<file path="src/rtl/bus_interface_unit_if.sv">
// rtl/bus_interface_unit_if.sv - core-side request/response bundle for the bus interface unit
interface bus_interface_unit_if #(
    parameter int ADDR_WIDTH = 16,
    parameter int DATA_WIDTH = 8
);
    logic                  req;
    logic                  we;
    logic [ADDR_WIDTH-1:0] addr_in;
    logic [DATA_WIDTH-1:0] wdata;
    logic                  ack;
    logic                  timeout;
    logic [DATA_WIDTH-1:0] rdata;
    logic                  busy;

    // Core issues requests and consumes completions.
    modport master (
        output req, we, addr_in, wdata,
        input  ack, timeout, rdata, busy
    );

    // Bus interface unit accepts requests and reports completions.
    modport slave (
        input  req, we, addr_in, wdata,
        output ack, timeout, rdata, busy
    );
endinterface

</file>
<file path="src/rtl/bus_interface_unit.sv">
// rtl/bus_interface_unit.sv - single-outstanding external memory access sequencer (AB/DOR/DL)
module bus_interface_unit #(
    parameter int ADDR_WIDTH = 16,
    parameter int DATA_WIDTH = 8,
    parameter int MAX_WAIT   = 15
) (
    input  logic                  clk,
    input  logic                  rst,
    bus_interface_unit_if.slave   core,
    output logic [ADDR_WIDTH-1:0] ab,
    output logic                  rw,
    output logic [DATA_WIDTH-1:0] db_out,
    output logic                  db_oe,
    input  logic [DATA_WIDTH-1:0] db_in,
    input  logic                  mem_rdy
);

    localparam logic [7:0] WAIT_LIMIT = 8'(MAX_WAIT);
    localparam bit         WAIT_EN    = (MAX_WAIT != 0);

    typedef enum logic [1:0] {
        IDLE = 2'd0,
        ADDR = 2'd1,
        DATA = 2'd2
    } state_t;

    state_t                state;
    state_t                state_nxt;
    logic [7:0]            wait_cnt;
    logic                  ack_q;
    logic                  timeout_q;
    logic [DATA_WIDTH-1:0] rdata_q;

    logic                  start;
    logic                  done_ok;
    logic                  expired;
    logic                  busy;

    // State register; reset aborts any access in flight.
    always_ff @(posedge clk or posedge rst) begin
        if (rst) begin
            state <= IDLE;
        end else begin
            state <= state_nxt;
        end
    end

    // Next-state: IDLE -> ADDR -> DATA, leaving DATA on ready or wait expiry.
    always_comb begin
        state_nxt = state;
        case (state)
            IDLE:    if (core.req) state_nxt = ADDR;
            ADDR:    state_nxt = DATA;
            DATA:    if (done_ok || expired) state_nxt = IDLE;
            default: state_nxt = IDLE;
        endcase
    end

    // Decode of the registered state; ready beats expiry on the same edge.
    always_comb begin
        start   = 1'b0;
        done_ok = 1'b0;
        expired = 1'b0;
        busy    = (state != IDLE);
        if (state == IDLE) begin
            start = core.req;
        end
        if (state == DATA) begin
            done_ok = mem_rdy;
            expired = !mem_rdy && WAIT_EN && (wait_cnt == WAIT_LIMIT);
        end
    end

    // Memory-side registers, wait counter and completion pulses.
    always_ff @(posedge clk or posedge rst) begin
        if (rst) begin
            ab        <= '0;
            rw        <= 1'b1;
            db_out    <= '0;
            db_oe     <= 1'b0;
            rdata_q   <= '0;
            wait_cnt  <= 8'd0;
            ack_q     <= 1'b0;
            timeout_q <= 1'b0;
        end else begin
            ack_q     <= 1'b0;
            timeout_q <= 1'b0;
            if (start) begin
                ab <= core.addr_in;
                rw <= ~core.we;
                if (core.we) begin
                    db_out <= core.wdata;
                end
            end
            if (state == ADDR) begin
                wait_cnt <= 8'd0;
                db_oe    <= ~rw;
            end
            if (done_ok) begin
                if (rw) begin
                    rdata_q <= db_in;
                end
                ack_q <= 1'b1;
                db_oe <= 1'b0;
                rw    <= 1'b1;
            end else if (expired) begin
                ack_q     <= 1'b1;
                timeout_q <= 1'b1;
                db_oe     <= 1'b0;
                rw        <= 1'b1;
            end else if (state == DATA && wait_cnt != 8'hFF) begin
                wait_cnt <= wait_cnt + 8'd1;
            end
        end
    end

    assign core.ack     = ack_q;
    assign core.timeout = timeout_q;
    assign core.rdata   = rdata_q;
    assign core.busy    = busy;

endmodule

</file>
<file path="src/flat_wrapper.sv">
// flat-port wrapper written by rule: the top's interface ports become plain ports
module bus_interface_unit_flat 
#(
    parameter int ADDR_WIDTH = 16,
    parameter int DATA_WIDTH = 8,
    parameter int MAX_WAIT   = 15
)
  (clk, rst, ab, rw, db_out, db_oe, db_in, mem_rdy, core_req, core_we, core_addr_in, core_wdata, core_ack, core_timeout, core_rdata, core_busy);
  bus_interface_unit_if #(.ADDR_WIDTH(ADDR_WIDTH), .DATA_WIDTH(DATA_WIDTH)) core_i ();
  input  logic clk;
  input  logic rst;
  output logic [ADDR_WIDTH-1:0] ab;
  output logic rw;
  output logic [DATA_WIDTH-1:0] db_out;
  output logic db_oe;
  input  logic [DATA_WIDTH-1:0] db_in;
  input  logic mem_rdy;
  input wire logic [$bits(core_i.req)-1:0] core_req;
  input wire logic [$bits(core_i.we)-1:0] core_we;
  input wire logic [$bits(core_i.addr_in)-1:0] core_addr_in;
  input wire logic [$bits(core_i.wdata)-1:0] core_wdata;
  output wire logic [$bits(core_i.ack)-1:0] core_ack;
  output wire logic [$bits(core_i.timeout)-1:0] core_timeout;
  output wire logic [$bits(core_i.rdata)-1:0] core_rdata;
  output wire logic [$bits(core_i.busy)-1:0] core_busy;
  assign core_i.req = core_req;
  assign core_i.we = core_we;
  assign core_i.addr_in = core_addr_in;
  assign core_i.wdata = core_wdata;
  assign core_ack = core_i.ack;
  assign core_timeout = core_i.timeout;
  assign core_rdata = core_i.rdata;
  assign core_busy = core_i.busy;
  bus_interface_unit #(.ADDR_WIDTH(ADDR_WIDTH), .DATA_WIDTH(DATA_WIDTH), .MAX_WAIT(MAX_WAIT)) u_core (.clk(clk), .rst(rst), .core(core_i), .ab(ab), .rw(rw), .db_out(db_out), .db_oe(db_oe), .db_in(db_in), .mem_rdy(mem_rdy));
endmodule
</file>
<file path="config.mk">
export PLATFORM = sky130hd
export DESIGN_NAME = bus_interface_unit_flat
export DESIGN_NICKNAME = d
export VERILOG_FILES = /design/src/rtl/bus_interface_unit_if.sv /design/src/rtl/bus_interface_unit.sv /design/src/flat_wrapper.sv
export SDC_FILE = /design/constraint.sdc
export NUM_CORES = 1
export LEC_CHECK = 0
export BUFFER_PORTS_ARGS = -buffer_cell sky130_fd_sc_hd__clkbuf_2
export CORE_UTILIZATION = 48
export CTS_CLUSTER_DIAMETER = 30
export CTS_CLUSTER_SIZE = 20
export DETAILED_ROUTE_END_ITERATION = 16
export PLACE_DENSITY = 0.82
export SLEW_MARGIN = 10
export SYNTH_ARGS = -nofsm -noshare
export SYNTH_HDL_FRONTEND = slang
export SYNTH_SLANG_ARGS = --single-unit
</file>
<file path="constraint.sdc">
create_clock -name clk -period 2.2 [get_ports clk]
set_input_delay 0.44 -clock clk [delete_from_list [all_inputs] [get_ports clk]]
set_output_delay 0.44 -clock clk [all_outputs]
set_load 0.01 [all_outputs]
</file>
==> results of run 1 <==
Yosys cell counts (all sizes together) (2+ instances only):
cell type  number  area (sq um)
dfrtp          45          1130
mux2           32           360
nor2            7          33.8
nand2           5          18.8
inv             4          15.0
nand3           4          20.0
a21oi           3          15.0
buf             3          13.8
mux2i           3          30.0
a41oi           2          17.5
and2            2          13.8
nand4           2          12.5
nor3            2          21.3
nor3b           2          20.0
o21ai           2          10.0
per-layer routing:
layer  track usage [%]  vias to the layer above  wire length, um
li1                  -                      662                -
met1              25.7                      701             1590
met2              31.7                       47             1780
met3              4.69                        9              180
met4              9.78                        0               74
met5                 0                        -                0
registers in the layout, summed over array words and instances (netlist names):
name	count
u_core.ab	16
u_core.core.rdata	8
u_core.db_out	8
u_core.wait_cnt	8
u_core.state	2
u_core.core.ack	1
u_core.core.timeout	1
u_core.db_oe	1
u_core.rw	1
worst max-delay path, delay by kind of cell (launching register included):
family | cells | cell delay [ns]
compound gates | 2 | 0.59
flops | 1 | 0.45
simple gates | 1 | 0.59
layout make-up:
| type | count | area [sq um] | area share [%] |
|---|---|---|---|
| clock inverter | 2 | 12.5 | 0.511 |
| multi-input combinational | 85 | 732 | 29.9 |
| tap | 48 | 60.1 | 2.45 |
| sequential | 46 | 1150 | 47.0 |
| timing repair buffer | 77 | 395 | 16.1 |
| clock buffer | 6 | 82.6 | 3.37 |
| inverter | 4 | 15.0 | 0.613 |
stage by stage:
stage                     cell area (sq um)  instances  total power [mW]  utilization, %
after floorplan                        1920        139              2.10               -
after global placement                 2350        260              2.55            62.9
after detailed placement               2350        260              2.59            62.9
after CTS                              2450        268              3.13            65.4
after global routing                   2450        268              3.30            65.4
final                                  2450        268              3.09            65.4
power by group:
| group | internal, mW | switching (mW) |
|---|---|---|
| Clock | 0.253 | 0.281 |
| Combinational | 0.606 | 0.552 |
| Sequential | 1.20 | 0.196 |
cell families (layout without fill, tap and decap cells):
kind of cell             Yosys count  in the layout  share of synthesized area, %
buffers and inverters              8             89                          1.70
multiplexers                      35             35                          20.4
AO/OA/AOI/OAI                     17             17                          6.66
AND/OR/NAND/NOR                   31             31                          10.1
flip-flops                        46             46                          60.1
adder cells (fa/ha/maj)            1              1                         0.653
XOR/XNOR                           1              1                         0.457
path summary, 6_finish.rpt:
kind / to / depth (start not counted)
worst min-delay path: u_core.wait_cnt[5] / 2
worst max-delay path: u_core.wait_cnt[7] / 3
worst min register to register: u_core.core.rdata[1] / 1
max in group asynchronous: u_core.db_out[0] / 3
min in group clk: u_core.ab[9] / 2
worst max register to register: u_core.wait_cnt[7] / 3
==> impl_metrics.json, run 1 <==
{
  "cts_tree": "done",
  "clock-sinks": 46,
  "finalWorstSetupSlack_ns": 0.427,
  "synthArstFlopShare_pct": 100,
  "startpoint": "u_core.wait_cnt[5]",
  "ys_seq_area_share_pct": 60.1,
  "via_count": 1419,
  "critPathSlowestCell": "or4_4",
  "gp_congestion": 0.786,
  "endpoint_kind": "flip-flop",
  "die_area_sq_um": 4250,
  "clock_path_buffers": 2,
  "finalCritPeriodShare_pct": 80.6,
  "synth-edff-count": 0,
  "final_cell_mix": "clkbuf_2, dfrtp_1, mux2_2",
  "ys_ff_latch": 46,
  "ctsHoldBuffers": 0,
  "drv_cap": 0,
  "crit_fanout": 7,
  "synth_nets": 177,
  "dp_slack_ns": 0.433,
  "finalSetupTns_ns": 0,
  "max-slew-margin-rel_pct": 70.8,
  "first_global_vias": 1413,
  "drive_gt1_share_pct": 57.3,
  "finalSetupViolCount": 0,
  "yosys_warnings": 0,
  "hold_slack_ns": 0.104,
  "clock-root-buffer": "clkbuf_8",
  "rows": 22,
  "routed_wl_um": 3630,
  "slowest_delay_ns": 0.59,
  "slew_violations": 0,
  "n_fill_cell": 307,
  "r2r-start": "u_core.wait_cnt[5]",
  "cts_repair_resize_count": 0,
  "cts_setup_buffers": 0,
  "vias_per_cell": 5.29,
  "firstDrtPassIters": 4,
  "startpoint_type": "flip-flop",
  "synth_cell_types": 41,
  "grt_pass1_wl_um": 6340,
  "die_w_um": 65.2,
  "finalCriticalPeriod_ns": 1.77,
  "portBuffers": 73,
  "post-route-drc-count": 0,
  "skew_ns": 0.00805,
  "overflow": 0,
  "track_usage_pct": 20.0,
  "ys.flop_type": "dfrtp_1",
  "rsz0062_at_grt": "false",
  "r2r_setup_slack_ns": 0.43,
  "hp-class": "in2async",
  "vdd_drop_max_mv": 0.652,
  "antenna_left": 0,
  "grt_max_degree": 21,
  "dieHeight_um": 65.2,
  "path_class": "reg2reg",
  "numCtsBuffers": 5,
  "h-tree-depth": 2,
  "antennaDiodeCount": 0,
  "worst-slew-pin-transition_ns": 0.434,
  "fmax_ghz": 0.564,
  "first_iter_violations": 137,
  "dp.final_hpwl_um": 2770,
  "syn_area_per_cell_sq_um": 13.8,
  "wl_per_cell_um": 13.5,
  "finalHoldViolCount": 0,
  "p_leak_nw": 1.19,
  "final_common_cell": "clkbuf_2",
  "synthCells": 139,
  "cp_data_arrival_time_ns": 1.93,
  "outcome": "complete, no violations",
  "insertion_delay_ns": 0.30,
  "synth.cell_area_sq_um": 1920,
  "ios": 74,
  "antenna_found_initial": 0,
  "powerDensity_nw_per_um2": 1260,
  "nets": 257,
  "crit_chain": "or4_4 -> o31ai_1 -> a221oi_1",
  "crit_required_ns": 2.36,
  "core_sq_um": 3740,
  "syn2layout_area_growth_pct": 27.8,
  "initial_core_util_pct": 51.2,
  "clk_pin_slew_worst_paths_ns": 0.09
}
Power figures use the tool's default switching activity.
==> inputs of run 2 (changes only) <==
--- a/config.mk
+++ b/config.mk
@@ -6,11 +6,11 @@
 export NUM_CORES = 1
 export LEC_CHECK = 0
 export BUFFER_PORTS_ARGS = -buffer_cell sky130_fd_sc_hd__clkbuf_2
-export CORE_UTILIZATION = 48
+export CORE_UTILIZATION = 43
 export CTS_CLUSTER_DIAMETER = 30
 export CTS_CLUSTER_SIZE = 20
 export DETAILED_ROUTE_END_ITERATION = 16
-export PLACE_DENSITY = 0.82
+export PLACE_DENSITY = 0.78
 export SLEW_MARGIN = 10
 export SYNTH_ARGS = -nofsm -noshare
 export SYNTH_HDL_FRONTEND = slang
==> constraint.sdc (replaced) <==
create_clock -name clk -period 1.5 [get_ports clk]
set_input_delay 0.3 -clock clk [delete_from_list [all_inputs] [get_ports clk]]
set_output_delay 0.3 -clock clk [all_outputs]
set_load 0.01 [all_outputs]
==> run 2 against run 1 <==
The run now ends with negative setup slack left. Critical path type unchanged. Sequential share of layout area is 4.8 points lower. Maximum frequency is 6.7% higher. Non-clock buffer count is 18 higher. Global-route usage is 0.39 points lower. Utilization is 0.35 points higher.
==> impl_metrics.json, run 2 (synthesis results as in run 1) <==
{
  "outcome": "complete, but fails checks",
  "violations": "negative setup slack",
  "clock-sinks": 46,
  "p_leak_nw": 1.34,
  "wl_per_cell_um": 14.7,
  "slew_violations": 0,
  "fmax_ghz": 0.602,
  "endpoint_kind": "flip-flop",
  "antennaDiodeCount": 0,
  "antenna_left": 0,
  "utilization_pct": 65.8,
  "vias_per_cell": 5.18,
  "largest_reg_flops": 16,
  "cp_num_buf_inv": 1,
  "h-tree-depth": 2,
  "path_class": "reg2reg",
  "numCtsBuffers": 5,
  "insertion_delay_ns": 0.29,
  "vdd_drop_max_mv": 1.10,
  "clock-root-buffer": "clkbuf_8",
  "portBuffers": 73,
  "finalHoldViolCount": 0,
  "ios": 74,
  "grt_pass1_wl_um": 6740,
  "antenna_found_initial": 0,
  "via_count": 1496,
  "crit_family": "simple AND/OR/NAND/NOR gates",
  "dp_slack_ns": -0.200,
  "die_w_um": 68.8,
  "routed_wl_um": 4250,
  "final-seq-area_sq_um": 1150,
  "grt_max_degree": 26,
  "crit_fanout": 4,
  "hp-class": "in2reg",
  "crit_required_ns": 1.68,
  "dp.final_hpwl_um": 3130,
  "firstDrtPassIters": 4,
  "startpoint_type": "flip-flop",
  "cts_tree": "done",
  "drv_cap": 0,
  "track_usage_pct": 19.6,
  "final_cell_mix": "clkbuf_2, dfrtp_1, mux2_2",
  "n_fill_cell": 336,
  "initial_core_util_pct": 46.3,
  "worst-slew-pin-transition_ns": 0.358,
  "max-slew-margin-rel_pct": 76.0,
  "dieHeight_um": 68.8,
  "switchingPower_mw": 1.61,
  "clk_pin_slew_worst_paths_ns": 0.08,
  "crit_chain": "or4_4 -> nor3_4 -> buf_4 -> nor3_2 -> mux2i_1",
  "first_iter_violations": 144,
  "syn2layout_area_growth_pct": 42.2,
  "p_clk_share_pct": 18.0,
  "rsz0062_at_grt": "true",
  "first_global_vias": 1565,
  "largest-register": "u_core.ab",
  "finalCritPeriodShare_pct": 111,
  "finalWorstSetupSlack_ns": -0.161,
  "multiInputGateArea_sq_um": 821,
  "p_sw_share_pct": 32.2,
  "gp_congestion": 0.810,
  "power_frac_comb_pct": 41.1,
  "powerDensity_nw_per_um2": 1830,
  "overflow": 0,
  "hold_slack_ns": 0.234,
  "seqPwrFrac_pct": 40.9,
  "internal_power_mw": 3.39,
  "finalSetupViolCount": 11,
  "drive_gt1_share_pct": 63.2,
  "final_common_cell": "clkbuf_2",
  "critPathSlowestCell": "or4_4",
  "skew_ns": 0.00553,
  "finalCriticalPeriod_ns": 1.66,
  "die_area_sq_um": 4730,
  "cp_data_arrival_time_ns": 1.84,
  "post-route-drc-count": 0,
  "clock_path_buffers": 2,
  "placedCellCount": 276,
  "rows": 23,
  "nets": 276,
  "core_sq_um": 4140,
  "final_cells": 289,
  "slowest_delay_ns": 0.57
}
[run 2: changes by cell type in the layout (fill, tap and decap cells not counted), moves of 2 or more]
cell    delta
buf_4     +13
mux2_2     -8
mux2_4     +8
and2_4     +2
buf_12     +2
buf_6      +2
[run 2: stage by stage]
step	cell area, sq um	setup TNS, ns	power, mW
floorplan	1980	-2.27	3.20
global placement	2540	-0.959	3.99
detailed placement	2540	-1.50	4.05
CTS	2680	-0.993	4.99
global route	2730	-2.00	5.31
finish	2730	-1.24	5.00
[run 2: worst paths after layout]
path                       slack (ns)               start  depth (start not counted)              endpoint
min                              0.23            db_in[1]                          2  u_core.core.rdata[1]
max reg2reg                     -0.16  u_core.wait_cnt[7]                          5    u_core.wait_cnt[5]
max in group asynchronous        0.58                 rst                          4  u_core.core.rdata[0]
min in group asynchronous        0.47                 rst                          3       u_core.state[1]
max                             -0.16  u_core.wait_cnt[7]                          5    u_core.wait_cnt[5]
min reg2reg                      0.51    u_core.db_out[2]                          1      u_core.db_out[2]
[run 2: power groups by stage]
stage | Combinational, mW | Sequential (mW) | Clock, mW
floorplan | 0.922 | 2.28 | 0
global placement | 1.95 | 2.04 | 0
detailed placement | 1.99 | 2.06 | 0
CTS | 2.01 | 2.05 | 0.928
global route | 2.23 | 2.12 | 0.970
finish | 2.05 | 2.05 | 0.900
[run 2: layer usage]
layer  part of all wire (%)  wire length [um]  track usage (%)  vias up
met2                     49              2070             31.9       72
met5                      0                 0                0        -
met4                   0.85                36             7.91        0
met3                    7.5               317             5.59        6
met1                     43              1820             24.6      720
li1                       -                 -                -      698
[run 2: area by class of cell]
type	count	area share (%)
clock buffers	6	2.66
clock inverters	2	1.38
inverters	4	0.551
multi-input cells	86	30.1
flip-flops and latches	46	42.3
well taps	50	2.29
repair buffers	95	20.7
[run 2: repair_timing]
item	in CTS	in global routing
hold buffers	1	0
endpoints found under the hold margin	8	0
setup endpoints to repair	12	33
resized for setup	2	6
pin swaps	3	3
setup buffers	2	1
cloned	0	1
==> inputs of run 3 (changes only) <==
--- a/config.mk
+++ b/config.mk
@@ -6,7 +6,9 @@
 export NUM_CORES = 1
 export LEC_CHECK = 0
 export BUFFER_PORTS_ARGS = -buffer_cell sky130_fd_sc_hd__clkbuf_2
-export CORE_UTILIZATION = 43
+export CELL_PAD_IN_SITES_DETAIL_PLACEMENT = 0
+export CELL_PAD_IN_SITES_GLOBAL_PLACEMENT = 1
+export CORE_UTILIZATION = 34
 export CTS_CLUSTER_DIAMETER = 30
 export CTS_CLUSTER_SIZE = 20
 export DETAILED_ROUTE_END_ITERATION = 16
==> constraint.sdc (replaced) <==
create_clock -name clk -period 1.5 [get_ports clk]
set_input_delay 0.3 -clock clk [delete_from_list [all_inputs] [get_ports clk]]
set_output_delay 0.3 -clock clk [all_outputs]
set_load 0.1 [all_outputs]
==> run 3 against run 2 <==
The run still ends with negative setup slack left. First-iteration DRC count is 27% lower. Cell area is 6.7% higher. Cell count is 9.7% higher. Maximum frequency is 0.25% higher. Count of clock-buffer cells in the layout stayed put. Global-route usage is 3.7 points lower. Via count is 1.7% higher.
==> impl_metrics.json, run 3 (synthesis results as in run 1) <==
{
  "outcome": "complete, but fails checks",
  "violations": "negative setup slack",
  "skew_ns": 0.00649,
  "finalHoldViolCount": 0,
  "placed_area_sq_um": 2680,
  "dieHeight_um": 77.1,
  "grt_max_degree": 28,
  "clock-root-buffer": "clkbuf_8",
  "finalCritPeriodShare_pct": 110,
  "slew_violations": 0,
  "post-route-drc-count": 0,
  "wl_per_cell_um": 14.0,
  "syn2layout_area_growth_pct": 51.7,
  "worstRegToRegCells": 5,
  "antenna_left": 0,
  "largest-register": "u_core.ab",
  "via_count": 1521,
  "die_w_um": 77.1,
  "first_iter_violations": 105,
  "nets": 284,
  "rows": 26,
  "clk_pin_slew_worst_paths_ns": 0.09,
  "finalWorstSetupSlack_ns": -0.157,
  "r2r_setup_slack_ns": -0.16,
  "fmax_ghz": 0.603,
  "antennaDiodeCount": 0,
  "drv_cap": 0,
  "cts_tree": "done",
  "finalSetupViolCount": 18,
  "initial_core_util_pct": 36.4,
  "startpoint_type": "flip-flop",
  "track_usage_pct": 15.9,
  "grt_pass1_wl_um": 7450,
  "first_global_vias": 1625,
  "core_sq_um": 5270,
  "routed_wl_um": 4430,
  "multiInputGateArea_sq_um": 877,
  "h-tree-depth": 2,
  "clock-sinks": 46,
  "final_common_cell": "clkbuf_2",
  "final-seq-area_sq_um": 1160,
  "numCtsBuffers": 5,
  "max-slew-margin-rel_pct": 63.7,
  "insertion_delay_ns": 0.30,
  "worst-slew-pin-transition_ns": 0.547,
  "final_area_sq_um": 2910,
  "cp_data_arrival_time_ns": 1.88,
  "path_class": "reg2reg",
  "worstHoldPathCells": 2,
  "vias_per_cell": 4.80,
  "firstDrtPassIters": 2,
  "gp_congestion": 0.786,
  "largest_reg_flops": 16,
  "antenna_found_initial": 0,
  "final_cell_mix": "clkbuf_2, dfrtp_1, buf_4",
  "finalCriticalPeriod_ns": 1.66,
  "crit_fanout": 3,
  "dp.final_hpwl_um": 3150,
  "ios": 74,
  "clock_path_buffers": 2,
  "die_area_sq_um": 5940,
  "overflow": 0,
  "endpoint_kind": "flip-flop",
  "crit_required_ns": 1.73,
  "drive_gt1_share_pct": 65.6,
  "portBuffers": 73,
  "hp-class": "in2reg",
  "n_fill_cell": 470,
  "rsz0062_at_grt": "true"
}
## run 3: per-layer routing
layer	routed length [um]	part of all wire, %	vias to the layer above	track usage, %
met5	0	0	-	0
met4	46	1.0	0	4.53
met3	281	6.3	6	5.24
met2	2130	48	47	25.8
met1	1970	45	752	20.1
li1	-	-	716	-
## run 3: worst paths after layout
path | startpoint | endpoint
setup reg to reg | u_core.wait_cnt[7] | u_core.rw
setup / recovery | u_core.wait_cnt[7] | u_core.rw
hold reg to reg | u_core.core.rdata[5] | u_core.core.rdata[5]
max in group asynchronous | rst | u_core.ab[7]
min in group asynchronous | rst | u_core.db_out[5]
hold / removal | db_in[2] | u_core.core.rdata[2]
## run 3: area by class of cell
| type | count | area share, % |
|---|---|---|
| clock buffer | 6 | 2.84 |
| sequential | 46 | 39.8 |
| inverter | 4 | 0.516 |
| multi-input combinational | 86 | 30.2 |
| timing repair buffer | 103 | 23.3 |
| clock inverter | 2 | 0.430 |
| tap | 70 | 3.01 |
## run 3: stage by stage
stage | utilization, % | cells | setup slack [ns] | setup TNS, ns | hold WS (ns)
floorplan | - | 139 | -0.273 | -5.03 | 0.448
global placement | 50.8 | 302 | -0.116 | -0.583 | 0.316
detailed placement | 50.8 | 302 | -0.145 | -0.951 | 0.329
CTS | 53.6 | 315 | -0.166 | -1.17 | 0.217
global route | 55.2 | 317 | -0.210 | -2.71 | 0.222
finish | 55.2 | 317 | -0.157 | -1.10 | 0.228
## run 3: worst max-delay path: stages, from the launching register on
cell and delay, ns:
dfrtp_1 0.39, or4_4 0.54, nor3_4 0.25, buf_4 0.16, o21a_1 0.14, o21bai_1 0.12
## run 3: what timing repair did
action	in CTS	in global routing
endpoints found under the setup margin	20	38
pin swaps	7	7
hold buffers	1	0
hold endpoints to repair	2	0
gates cloned	1	0
gates resized for setup	2	19
setup buffers	3	2
Power of run 3 is not shown: default switching activity piles up to over one toggle a cycle in this logic, so the estimate is an artifact.
